<file path="src/rtl/ysyx_22041071_ram_arbiter_pkg.sv">
// Shared definitions for the RAMHelper arbiter: FSM states, requester IDs,
// access-size encodings and the byte-lane mask helper.
package ysyx_22041071_ram_arbiter_pkg;

  localparam logic [63:0] BASE_ADDR_DEF = 64'h0000_0000_8000_0000;

  localparam logic [1:0] SZ_B = 2'd0;
  localparam logic [1:0] SZ_H = 2'd1;
  localparam logic [1:0] SZ_W = 2'd2;
  localparam logic [1:0] SZ_D = 2'd3;

  typedef enum logic [1:0] {
    ST_IDLE  = 2'd0,
    ST_ISSUE = 2'd1,
    ST_WAIT  = 2'd2,
    ST_RESP  = 2'd3
  } state_e;

  typedef enum logic {
    REQ_IF  = 1'b0,
    REQ_MEM = 1'b1
  } req_e;

  // Unshifted bit mask covering the bytes touched by an access of this size.
  function automatic logic [63:0] lane_mask(input logic [1:0] size);
    case (size)
      SZ_B:    lane_mask = 64'h0000_0000_0000_00FF;
      SZ_H:    lane_mask = 64'h0000_0000_0000_FFFF;
      SZ_W:    lane_mask = 64'h0000_0000_FFFF_FFFF;
      default: lane_mask = 64'hFFFF_FFFF_FFFF_FFFF;
    endcase
  endfunction

endpackage

</file>
<file path="src/rtl/ysyx_22041071_wmask_gen.sv">
// Combinational store formatter: positions the write mask and data on the
// byte lanes selected by addr[2:0] and flags accesses not aligned to their size.
module ysyx_22041071_wmask_gen
  import ysyx_22041071_ram_arbiter_pkg::*;
(
  input  logic [1:0]  i_size,
  input  logic [2:0]  i_addr_lo,
  input  logic [63:0] i_wdata,
  output logic [63:0] o_wmask,
  output logic [63:0] o_wdata,
  output logic        o_misalign
);

  logic [5:0] w_shamt;

  assign w_shamt = {i_addr_lo, 3'b000};
  assign o_wmask = lane_mask(i_size) << w_shamt;
  assign o_wdata = i_wdata << w_shamt;

  // An access is aligned when the low log2(size) address bits are zero.
  always_comb begin
    case (i_size)
      SZ_B:    o_misalign = 1'b0;
      SZ_H:    o_misalign = i_addr_lo[0];
      SZ_W:    o_misalign = |i_addr_lo[1:0];
      default: o_misalign = |i_addr_lo;
    endcase
  end

endmodule

</file>
<file path="src/rtl/ysyx_22041071_ram_arbiter.sv">
// Round-robin arbiter sharing the single RAMHelper port between IF and MEM,
// with one outstanding transaction and a fixed RD_LAT+2 cycle turnaround.
module ysyx_22041071_ram_arbiter
  import ysyx_22041071_ram_arbiter_pkg::*;
#(
  parameter logic [63:0] BASE_ADDR = BASE_ADDR_DEF,
  parameter int          RD_LAT    = 1
) (
  input  logic        clk,
  input  logic        reset,

  input  logic        if_req_valid,
  output logic        if_req_ready,
  input  logic [63:0] if_addr,
  output logic        if_resp_valid,
  output logic [63:0] if_resp_data,

  input  logic        mem_req_valid,
  output logic        mem_req_ready,
  input  logic [63:0] mem_addr,
  input  logic        mem_wen,
  input  logic [1:0]  mem_size,
  input  logic [63:0] mem_wdata,
  output logic        mem_resp_valid,
  output logic [63:0] mem_resp_data,
  output logic        mem_resp_err,

  output logic        ram_en,
  output logic [63:0] ram_ridx,
  input  logic [63:0] ram_rdata,
  output logic [63:0] ram_widx,
  output logic [63:0] ram_wdata,
  output logic [63:0] ram_wmask,
  output logic        ram_wen
);

  localparam logic [1:0] LAT_LAST = 2'(RD_LAT - 1);

  state_e      r_state;
  req_e        r_req_id;
  req_e        r_last_grant;
  logic        r_wen;
  logic [1:0]  r_cnt;

  logic        r_ram_en;
  logic        r_ram_wen;
  logic [63:0] r_ram_ridx;
  logic [63:0] r_ram_widx;
  logic [63:0] r_ram_wdata;
  logic [63:0] r_ram_wmask;
  logic        r_if_resp_valid;
  logic [63:0] r_if_resp_data;
  logic        r_mem_resp_valid;
  logic [63:0] r_mem_resp_data;
  logic        r_mem_resp_err;

  logic        w_window;
  logic        w_grant_if;
  logic        w_grant_mem;
  logic        w_accept;
  logic [63:0] w_sel_addr;
  logic [1:0]  w_sel_size;
  logic        w_sel_wen;
  logic [63:0] w_word_idx;
  logic [63:0] w_wmask;
  logic [63:0] w_wdata;
  logic        w_misalign;
  logic        w_err;

  // On a tie the requester that did not win last time takes the port.
  assign w_window    = (r_state == ST_IDLE) || (r_state == ST_RESP);
  assign w_grant_if  = if_req_valid  && (!mem_req_valid || (r_last_grant == REQ_MEM));
  assign w_grant_mem = mem_req_valid && (!if_req_valid  || (r_last_grant == REQ_IF));

  assign if_req_ready  = w_window && w_grant_if;
  assign mem_req_ready = w_window && w_grant_mem;
  assign w_accept      = if_req_ready || mem_req_ready;

  assign w_sel_addr = mem_req_ready ? mem_addr : if_addr;
  assign w_sel_size = mem_req_ready ? mem_size : SZ_D;
  assign w_sel_wen  = mem_req_ready && mem_wen;
  assign w_word_idx = (w_sel_addr - BASE_ADDR) >> 3;

  ysyx_22041071_wmask_gen u_wmask_gen (
    .i_size     (w_sel_size),
    .i_addr_lo  (w_sel_addr[2:0]),
    .i_wdata    (mem_wdata),
    .o_wmask    (w_wmask),
    .o_wdata    (w_wdata),
    .o_misalign (w_misalign)
  );

  assign w_err = mem_req_ready && (w_misalign || (mem_addr < BASE_ADDR));

  // Transaction FSM; every RAM and response output is registered here.
  always_ff @(posedge clk) begin
    if (reset) begin
      r_state          <= ST_IDLE;
      r_req_id         <= REQ_IF;
      r_last_grant     <= REQ_MEM;
      r_wen            <= 1'b0;
      r_cnt            <= 2'd0;
      r_ram_en         <= 1'b0;
      r_ram_wen        <= 1'b0;
      r_ram_ridx       <= 64'h0;
      r_ram_widx       <= 64'h0;
      r_ram_wdata      <= 64'h0;
      r_ram_wmask      <= 64'h0;
      r_if_resp_valid  <= 1'b0;
      r_if_resp_data   <= 64'h0;
      r_mem_resp_valid <= 1'b0;
      r_mem_resp_data  <= 64'h0;
      r_mem_resp_err   <= 1'b0;
    end else begin
      r_ram_en         <= 1'b0;
      r_ram_wen        <= 1'b0;
      r_ram_wdata      <= 64'h0;
      r_ram_wmask      <= 64'h0;
      r_if_resp_valid  <= 1'b0;
      r_if_resp_data   <= 64'h0;
      r_mem_resp_valid <= 1'b0;
      r_mem_resp_data  <= 64'h0;
      r_mem_resp_err   <= 1'b0;

      case (r_state)
        ST_IDLE, ST_RESP: begin
          if (w_accept) begin
            r_req_id     <= mem_req_ready ? REQ_MEM : REQ_IF;
            r_last_grant <= mem_req_ready ? REQ_MEM : REQ_IF;
            r_wen        <= w_sel_wen;
            if (w_err) begin
              // Rejected accesses never touch the RAM and answer next cycle.
              r_state          <= ST_RESP;
              r_mem_resp_valid <= 1'b1;
              r_mem_resp_err   <= 1'b1;
            end else begin
              r_state    <= ST_ISSUE;
              r_ram_ridx <= w_word_idx;
              r_ram_widx <= w_word_idx;
              if (w_sel_wen) begin
                r_ram_wen   <= 1'b1;
                r_ram_wmask <= w_wmask;
                r_ram_wdata <= w_wdata;
              end else begin
                r_ram_en <= 1'b1;
              end
            end
          end else begin
            r_state <= ST_IDLE;
          end
        end

        ST_ISSUE: begin
          r_cnt   <= 2'd0;
          r_state <= ST_WAIT;
        end

        ST_WAIT: begin
          if (r_cnt == LAT_LAST) begin
            r_state <= ST_RESP;
            if (r_req_id == REQ_IF) begin
              r_if_resp_valid <= 1'b1;
              r_if_resp_data  <= ram_rdata;
            end else begin
              r_mem_resp_valid <= 1'b1;
              r_mem_resp_data  <= r_wen ? 64'h0 : ram_rdata;
            end
          end else begin
            r_cnt <= r_cnt + 2'd1;
          end
        end

        default: begin
          r_state <= ST_IDLE;
        end
      endcase
    end
  end

  assign ram_en         = r_ram_en;
  assign ram_wen        = r_ram_wen;
  assign ram_ridx       = r_ram_ridx;
  assign ram_widx       = r_ram_widx;
  assign ram_wdata      = r_ram_wdata;
  assign ram_wmask      = r_ram_wmask;
  assign if_resp_valid  = r_if_resp_valid;
  assign if_resp_data   = r_if_resp_data;
  assign mem_resp_valid = r_mem_resp_valid;
  assign mem_resp_data  = r_mem_resp_data;
  assign mem_resp_err   = r_mem_resp_err;

endmodule

</file>
<file path="config.mk">
export PLATFORM = sky130hd
export DESIGN_NAME = ysyx_22041071_ram_arbiter
export DESIGN_NICKNAME = d
export VERILOG_FILES = /design/src/rtl/ysyx_22041071_ram_arbiter_pkg.sv /design/src/rtl/ysyx_22041071_wmask_gen.sv /design/src/rtl/ysyx_22041071_ram_arbiter.sv
export SDC_FILE = /design/constraint.sdc
export NUM_CORES = 1
export LEC_CHECK = 0
export ABC_AREA = 1
export CELL_PAD_IN_SITES_DETAIL_PLACEMENT = 1
export CELL_PAD_IN_SITES_GLOBAL_PLACEMENT = 1
export CORE_AREA = 2 2 256 258
export CTS_CLUSTER_DIAMETER = 60
export DETAILED_ROUTE_END_ITERATION = 10
export DIE_AREA = 0 0 258 260
export PLACE_DENSITY_LB_ADDON = 0.1
export SYNTH_ARGS = -nofsm -noshare
export SYNTH_HDL_FRONTEND = slang
export SYNTH_SLANG_ARGS = --single-unit
</file>
<file path="constraint.sdc">
create_clock -name clk -period 3.2 [get_ports clk]
set_clock_uncertainty 0.2 [all_clocks]
set_input_delay 0.32 -clock clk [delete_from_list [all_inputs] [get_ports clk]]
set_output_delay 0.32 -clock clk [all_outputs]
set_load 0.005 [all_outputs]
</file>
* Word level (Yosys, flattened, before mapping)
Index checks and enable logic that the tools add are counted.
W data, S select, Z words.
** Word-level totals
- Register bits :: 329
- Output and inout bits :: 391
- Word-level logic and storage cells :: 83
** Cells by class
- Add/sub/neg operators :: 2
- Order comparisons :: 1
- Eq/ne operators :: 7
- Shift operators :: 2
- Muxes and demuxes :: 19
- Bitwise gates (word level) :: 8
- Reduce and logical (&&, ||, !) cells :: 29
** Operators by type and width (number)
- $pmux W64 S3 :: 1
- $shl A64 B6 Y64 :: 2
- $lt A64 B32 Y1 const B :: 1
- $mux W64 :: 1
- $sub A64 B32 Y64 const B :: 1
- $mux W2 :: 5
- $reduce_or A5 Y1 :: 2
- $mux W1 :: 8
- $not A1 Y1 :: 8
- $reduce_or A4 Y1 :: 2
- $eq A2 B2 Y1 const B :: 3
- $logic_and A1 B1 Y1 :: 6
- $logic_not A2 Y1 :: 3
- $pmux W2 S3 :: 1
- $reduce_or A2 Y1 :: 3
- $reduce_or A3 Y1 :: 2
- $logic_or A1 B1 Y1 :: 5
- $eq A2 B1 Y1 const B :: 2
- $ne A2 B2 Y1 const B :: 2
- $pmux W2 S2 :: 1
- $reduce_and A2 Y1 :: 2
- $pmux W1 S3 :: 1
- $reduce_and A3 Y1 :: 1
- $add A2 B1 Y2 const B :: 1
- other kinds (3) :: 4

* Logic depth before layout (Yosys ltp)
- Word-level depth :: 12
- Depth in mapped cells :: 19
- Depth with buffers taken out :: 18

* By module
From an unflattened synthesis, not the netlist that was laid out.
** Unflattened totals
- Cells, all modules :: 2173
- Area total of the unflattened synthesis :: 15067.0 um2
** Modules (own cells, without submodules)
- ysyx_22041071_ram_arbiter :: times used 1, cells an instance 1637, area each 12543.3 um2
- ysyx_22041071_wmask_gen :: times used 1, cells an instance 536, area each 2523.7 um2

* Least setup slack after synthesis
No wires, ideal clock.
- Kind :: register to register
- Start :: register r_state[0]
- End :: register r_ram_widx[60], in the netlist ram_widx[60]
- Library setup time :: 109 ps
- Arrival time :: 2259 ps
- Setup slack :: 633 ps
- Stages on the path, launching flop included :: 20
- Buffers on the path :: 2
- Clock period less this slack :: 2567 ps
- Cells stage by stage :: dfxtp_1 > inv_1 > ha_1 > nand2_4 > inv_4 > nand2_4 > buf_6 > buf_6 > o21ai_1 > inv_1 > ha_1 > inv_1 > nor2_1 > nand2_1 > nor2_2 > nand2_1 > nand2_1 > nand3_1 > nand2_1 > inv_1
** Between the ends
- Word-level cells in the longest chain between the ends :: 10
- Elaborated cells between the ends (all ways) :: 20
- Classes of those cells :: 1 x add/sub; 3 x eq/ne; 3 x mux; 1 x bitwise; 12 x reduce/logical
** RTL lines
- from (decl) :: line ysyx_22041071_ram_arbiter.sv:39 : state_e r_state;
- from (signal assigned) :: line ysyx_22041071_ram_arbiter.sv:98 : r_state <= ST_IDLE;
- from (signal assigned) :: line ysyx_22041071_ram_arbiter.sv:133 : r_state <= ST_RESP;
- from (signal assigned) :: line ysyx_22041071_ram_arbiter.sv:137 : r_state <= ST_ISSUE;
- parallel branches: the longest is 10 deep, another holds $sub A64 B32 Y64
- to (signal assigned) :: line ysyx_22041071_ram_arbiter.sv:139 : r_ram_widx <= w_word_idx;
- to (decl) :: line ysyx_22041071_ram_arbiter.sv:48 : logic [63:0] r_ram_widx;
Several ways; the timed one is not identified.
A chain may end at the register's enable or synchronous reset.

* Worst setup path after layout
- Start :: register r_state[0]
- End :: output if_req_ready
** Between the ends
- Word-level cells in the longest chain between the ends :: 3
- Elaborated cells between the ends (all ways) :: 4
- Classes of those cells :: 1 x eq/ne; 3 x reduce/logical
** RTL lines
- $eq A2 B2 Y1 or $logic_not A2 Y1 (tied branches) :: line ysyx_22041071_ram_arbiter.sv:71 : assign w_window = (r_state == ST_IDLE) || (r_state == ST_RESP);
- $logic_or A1 B1 Y1 * :: line ysyx_22041071_ram_arbiter.sv:71
- $logic_and A1 B1 Y1 * :: line ysyx_22041071_ram_arbiter.sv:75 : assign if_req_ready = w_window && w_grant_if;
- to (decl) :: line ysyx_22041071_ram_arbiter.sv:13 : output logic if_req_ready,
Every way passes the cells marked *; elsewhere a longest branch is shown, timed or not.

==> impl_metrics.csv <==
group,metric,value,unit
outcome,outcome,"finished clean",
worst_setup_path,endpoint_kind,"output pin",
drt,wirelength,60200,um
global_routing,grt_pass1_vias,13723,
floorplan,die_w,258,um
timing,whs,0.0929,ns
final_layout,fin_area,20700,um^2
drt,ant_nets,0,
worst_setup_path,crit_path_max_fanout,3,
floorplan,coreArea,64100,um^2
clock_tree,cts_resized,0,
drt,first_pass_iters,5,
final_layout,fillCellCount,7764,
global_routing,grt_max_degree,71,
drt,num_vias,13140,
timing,tightest_slew,0.824,ns
clock_tree,cts_tree,"yes",
logic_synthesis,ys.flop_type,"dfxtp_1",
floorplan,ioPinCount,654,
clock_tree,root_buffer,"clkbuf_16",
placed_design,port_buffers,647,
drt,drc,0,
logic_synthesis,synth_area,12800,um^2
global_routing,grt_remaining_overflow,0,
global_routing,grt_antenna_before_repair,4,
power,power.internal,9440,uW
final_layout,drive_above_1_share,0.0716,
power,pwr-share-clk,0.295,
worst_setup_path,cp.required,2.68,ns
worst_setup_path,crit_family,"buffers and inverters",
drt,vias_per_cell,4.05,
worst_setup_path,startpoint_type,"flip-flop",
final_layout,multi_input_comb_area,5130,um^2
power,p_sw_frac,0.368,
drt,wl_per_cell,18.6,um
worst_setup_path,critical_path.most_common_cell,"buf_4",
timing,hold_violations,0,
timing,grt_setup_unrepaired,"no",
timing,fmax,345,MHz
worst_setup_path,critPathMaxStageDelay,0.51,ns
worst_setup_path,path_cells,"inv_1 > ha_1 > buf_4 > nand2_1 > a21oi_1 > buf_4 > clkdlybuf4s50_1",
clock_tree,htree_levels,2,
timing,final-max-slew-violation-count,0,
logic_synthesis,synth.ff_latch_count,273,
floorplan,rows,93,
logic_synthesis,syn_inst,1834,
logic_synthesis,postSynth.asyncResetShare,0,
floorplan,initial_core_util,0.199,
logic_synthesis,avgSynthCellArea,6.96,um^2
final_layout,fin_nets,2624,
timing,fin_setup_tns,0,ns
placed_design,postPlaceCellArea,19300,um^2
global_routing,grt_use_total,0.173,
timing,setup_viol,0,
timing,slew_headroom,0.451,
logic_synthesis,ys_types,43,
clock_tree,clkLatencyLatePin,0.54,ns
logic_synthesis,ys_seq_area_frac,0.428,
floorplan,die_h,260,um
clock_tree,clock-sinks,273,
final_layout,final-seq-area,5470,um^2
global_routing,grt_first_pass_wirelength,87500,um
clock_tree,cts_buffers,40,
clock_tree,clk_pin_slew_worst_paths,0.06,ns
worst_setup_path,cp.buffers_inverters,4,
worst_setup_path,worst_path_max_delay_cell,"clkdlybuf4s50_1",
timing,post-route-min-period,2.90,ns
power,ir_drop,312,uV
timing,fin_crit_sh,0.905,
worst_setup_path,critPathArrivalTime,2.38,ns
power,p_seq_frac,0.297,
logic_synthesis,synth_warnings,0,
floorplan,die_area,67100,um^2
power,leakage,0.00901,uW
drt,drt_iter0_markers,515,
clock_tree,clk_path_buf_depth,3,
worst_setup_path,critPathKind,"reg -> out",
power,p_switching,5490,uW
placed_design,dp_hpwl,48200,um
clock_tree,cts.hold.buffers_added,0,
placed_design,gp_congestion,0.821,
final_layout,syn_to_final_growth,61.8,%
flow_run,drv_cap,0,
clock_tree,post_cts_buffers,0,
power,pwr-share-comb,0.408,
power,power.density,722,nW/um^2
logic_synthesis,synth_edf_count,0,
worst_hold_path,hold_path_class,"in -> reg",
[layer usage]
| metal | up-vias | wire (um) | track usage |
|---|---|---|---|
| met2 | 360 | 31900 | 0.326 |
| met4 | 2 | 1290 | 0.0462 |
| met5 | - | 13 | 0 |
| li1 | 6535 | - | - |
| met1 | 6169 | 24100 | 0.198 |
| met3 | 74 | 2870 | 0.0328 |
[metrics by stage]
stage	total power (uW)	std cells	setup WS, ns	util
after floorplan	7750	1839	0.633	-
after global placement	10700	3170	0.223	0.302
after detailed placement	10700	3170	0.226	0.302
after CTS	15300	3243	0.206	0.322
after global routing	16000	3244	0.0399	0.322
final	14900	3245	0.304	0.322
[state kept, by name, summed over array words and instances, names as in the netlist]
name / cells
if_resp_data: 64
if_resp_valid: 1
mem_resp_data: 64
mem_resp_err: 1
mem_resp_valid: 1
r_cnt: 2
r_last_grant: 1
r_req_id: 1
r_state: 2
r_wen: 1
ram_en: 1
ram_wdata: 64
ram_wen: 1
ram_widx: 61
ram_wmask: 8
[cells in the final DEF, fill, tap and decap left out, types with 5 or more instances in the layout]
cell type	n
a211oi_1	8
a21oi_1	36
buf_12	8
buf_4	25
clkbuf_1	7
clkbuf_16	40
clkdlybuf4s50_1	647
clkinv_2	12
conb_1	6
dfxtp_1	273
inv_1	217
inv_2	5
nand2_1	442
nand2_2	10
nand2_4	6
nand3_1	88
nand3b_1	18
nor2_1	319
nor2_2	25
o211ai_1	24
o21ai_0	50
o21ai_1	42
o22ai_1	12
or2_2	17
xor2_1	9
[cells in the mapped netlist, types with 2 or more instances]
master | count | area [um^2]
nand2_1 | 442 | 1660
nor2_1 | 319 | 1200
dfxtp_1 | 273 | 5470
inv_1 | 217 | 815
buf_4 | 126 | 946
nand3_1 | 88 | 440
o21ai_0 | 50 | 250
o21ai_1 | 42 | 210
a21oi_1 | 36 | 180
buf_2 | 30 | 150
clkbuf_1 | 29 | 109
nor2_2 | 25 | 156
o211ai_1 | 24 | 180
nand3b_1 | 18 | 135
or2_2 | 17 | 106
o22ai_1 | 12 | 75.1
buf_6 | 10 | 113
nand2_2 | 10 | 62.6
buf_1 | 9 | 33.8
xor2_1 | 9 | 78.8
a211oi_1 | 8 | 60.1
nand2_4 | 6 | 67.6
ha_1 | 4 | 50.1
inv_2 | 4 | 15.0
o21bai_1 | 4 | 30.0
inv_4 | 2 | 12.5
nor2_8 | 2 | 40.0
nor3_1 | 2 | 10.0
o21a_1 | 2 | 15.0
[worst min-delay path: stages]
cell and delay, ns:
clkdlybuf4s50_1 0.40, inv_1 0.07, nor2_1 0.04
[worst paths after layout]
check | endpoint | depth (start not counted) | start | slack (ns)
worst max-delay path | if_req_ready | 7 | r_state[0]$_SDFFE_PP0P_ | 0.30
worst min-delay path | mem_resp_data[56]$_SDFF_PP0_ | 3 | ram_rdata[56] | 0.09
worst min register to register | r_wen$_SDFFE_PP0P_ | 2 | r_wen$_SDFFE_PP0P_ | 0.26
worst max register to register | ram_widx[58]$_SDFFE_PP0P_ | 17 | r_state[0]$_SDFFE_PP0P_ | 0.36
[power groups by stage]
stage / combinational [uW] / clock, uW / sequential [uW]
floorplan: 3420 / 0 / 4330
global placement: 6180 / 0 / 4500
detailed placement: 6210 / 0 / 4520
CTS: 6250 / 4590 / 4460
global route: 6790 / 4730 / 4500
finish: 6090 / 4400 / 4430
[logic make-up after synthesis]
group / Yosys count / share of synthesized area
AOI/OAI and AO/OA: 182 / 0.0807
xor gates and xnor gates: 10 / 0.00686
adders and majority gates: 4 / 0.00392
buffers and inverters: 429 / 0.172
DFF: 273 / 0.428
other: 1 / 0.000294
and+or+nand+nor: 935 / 0.308
[area by class of cell]
type                       instances  area share
sequential                       273       0.264
clock buffer                      50      0.0517
clock inverter                    23      0.0125
antenna                            2    0.000242
multi-input combinational       1137       0.248
inverter                         224      0.0409
tap                              855      0.0517
timing repair buffer             681       0.331
No activity file was read; power rests on OpenSTA's default activity.
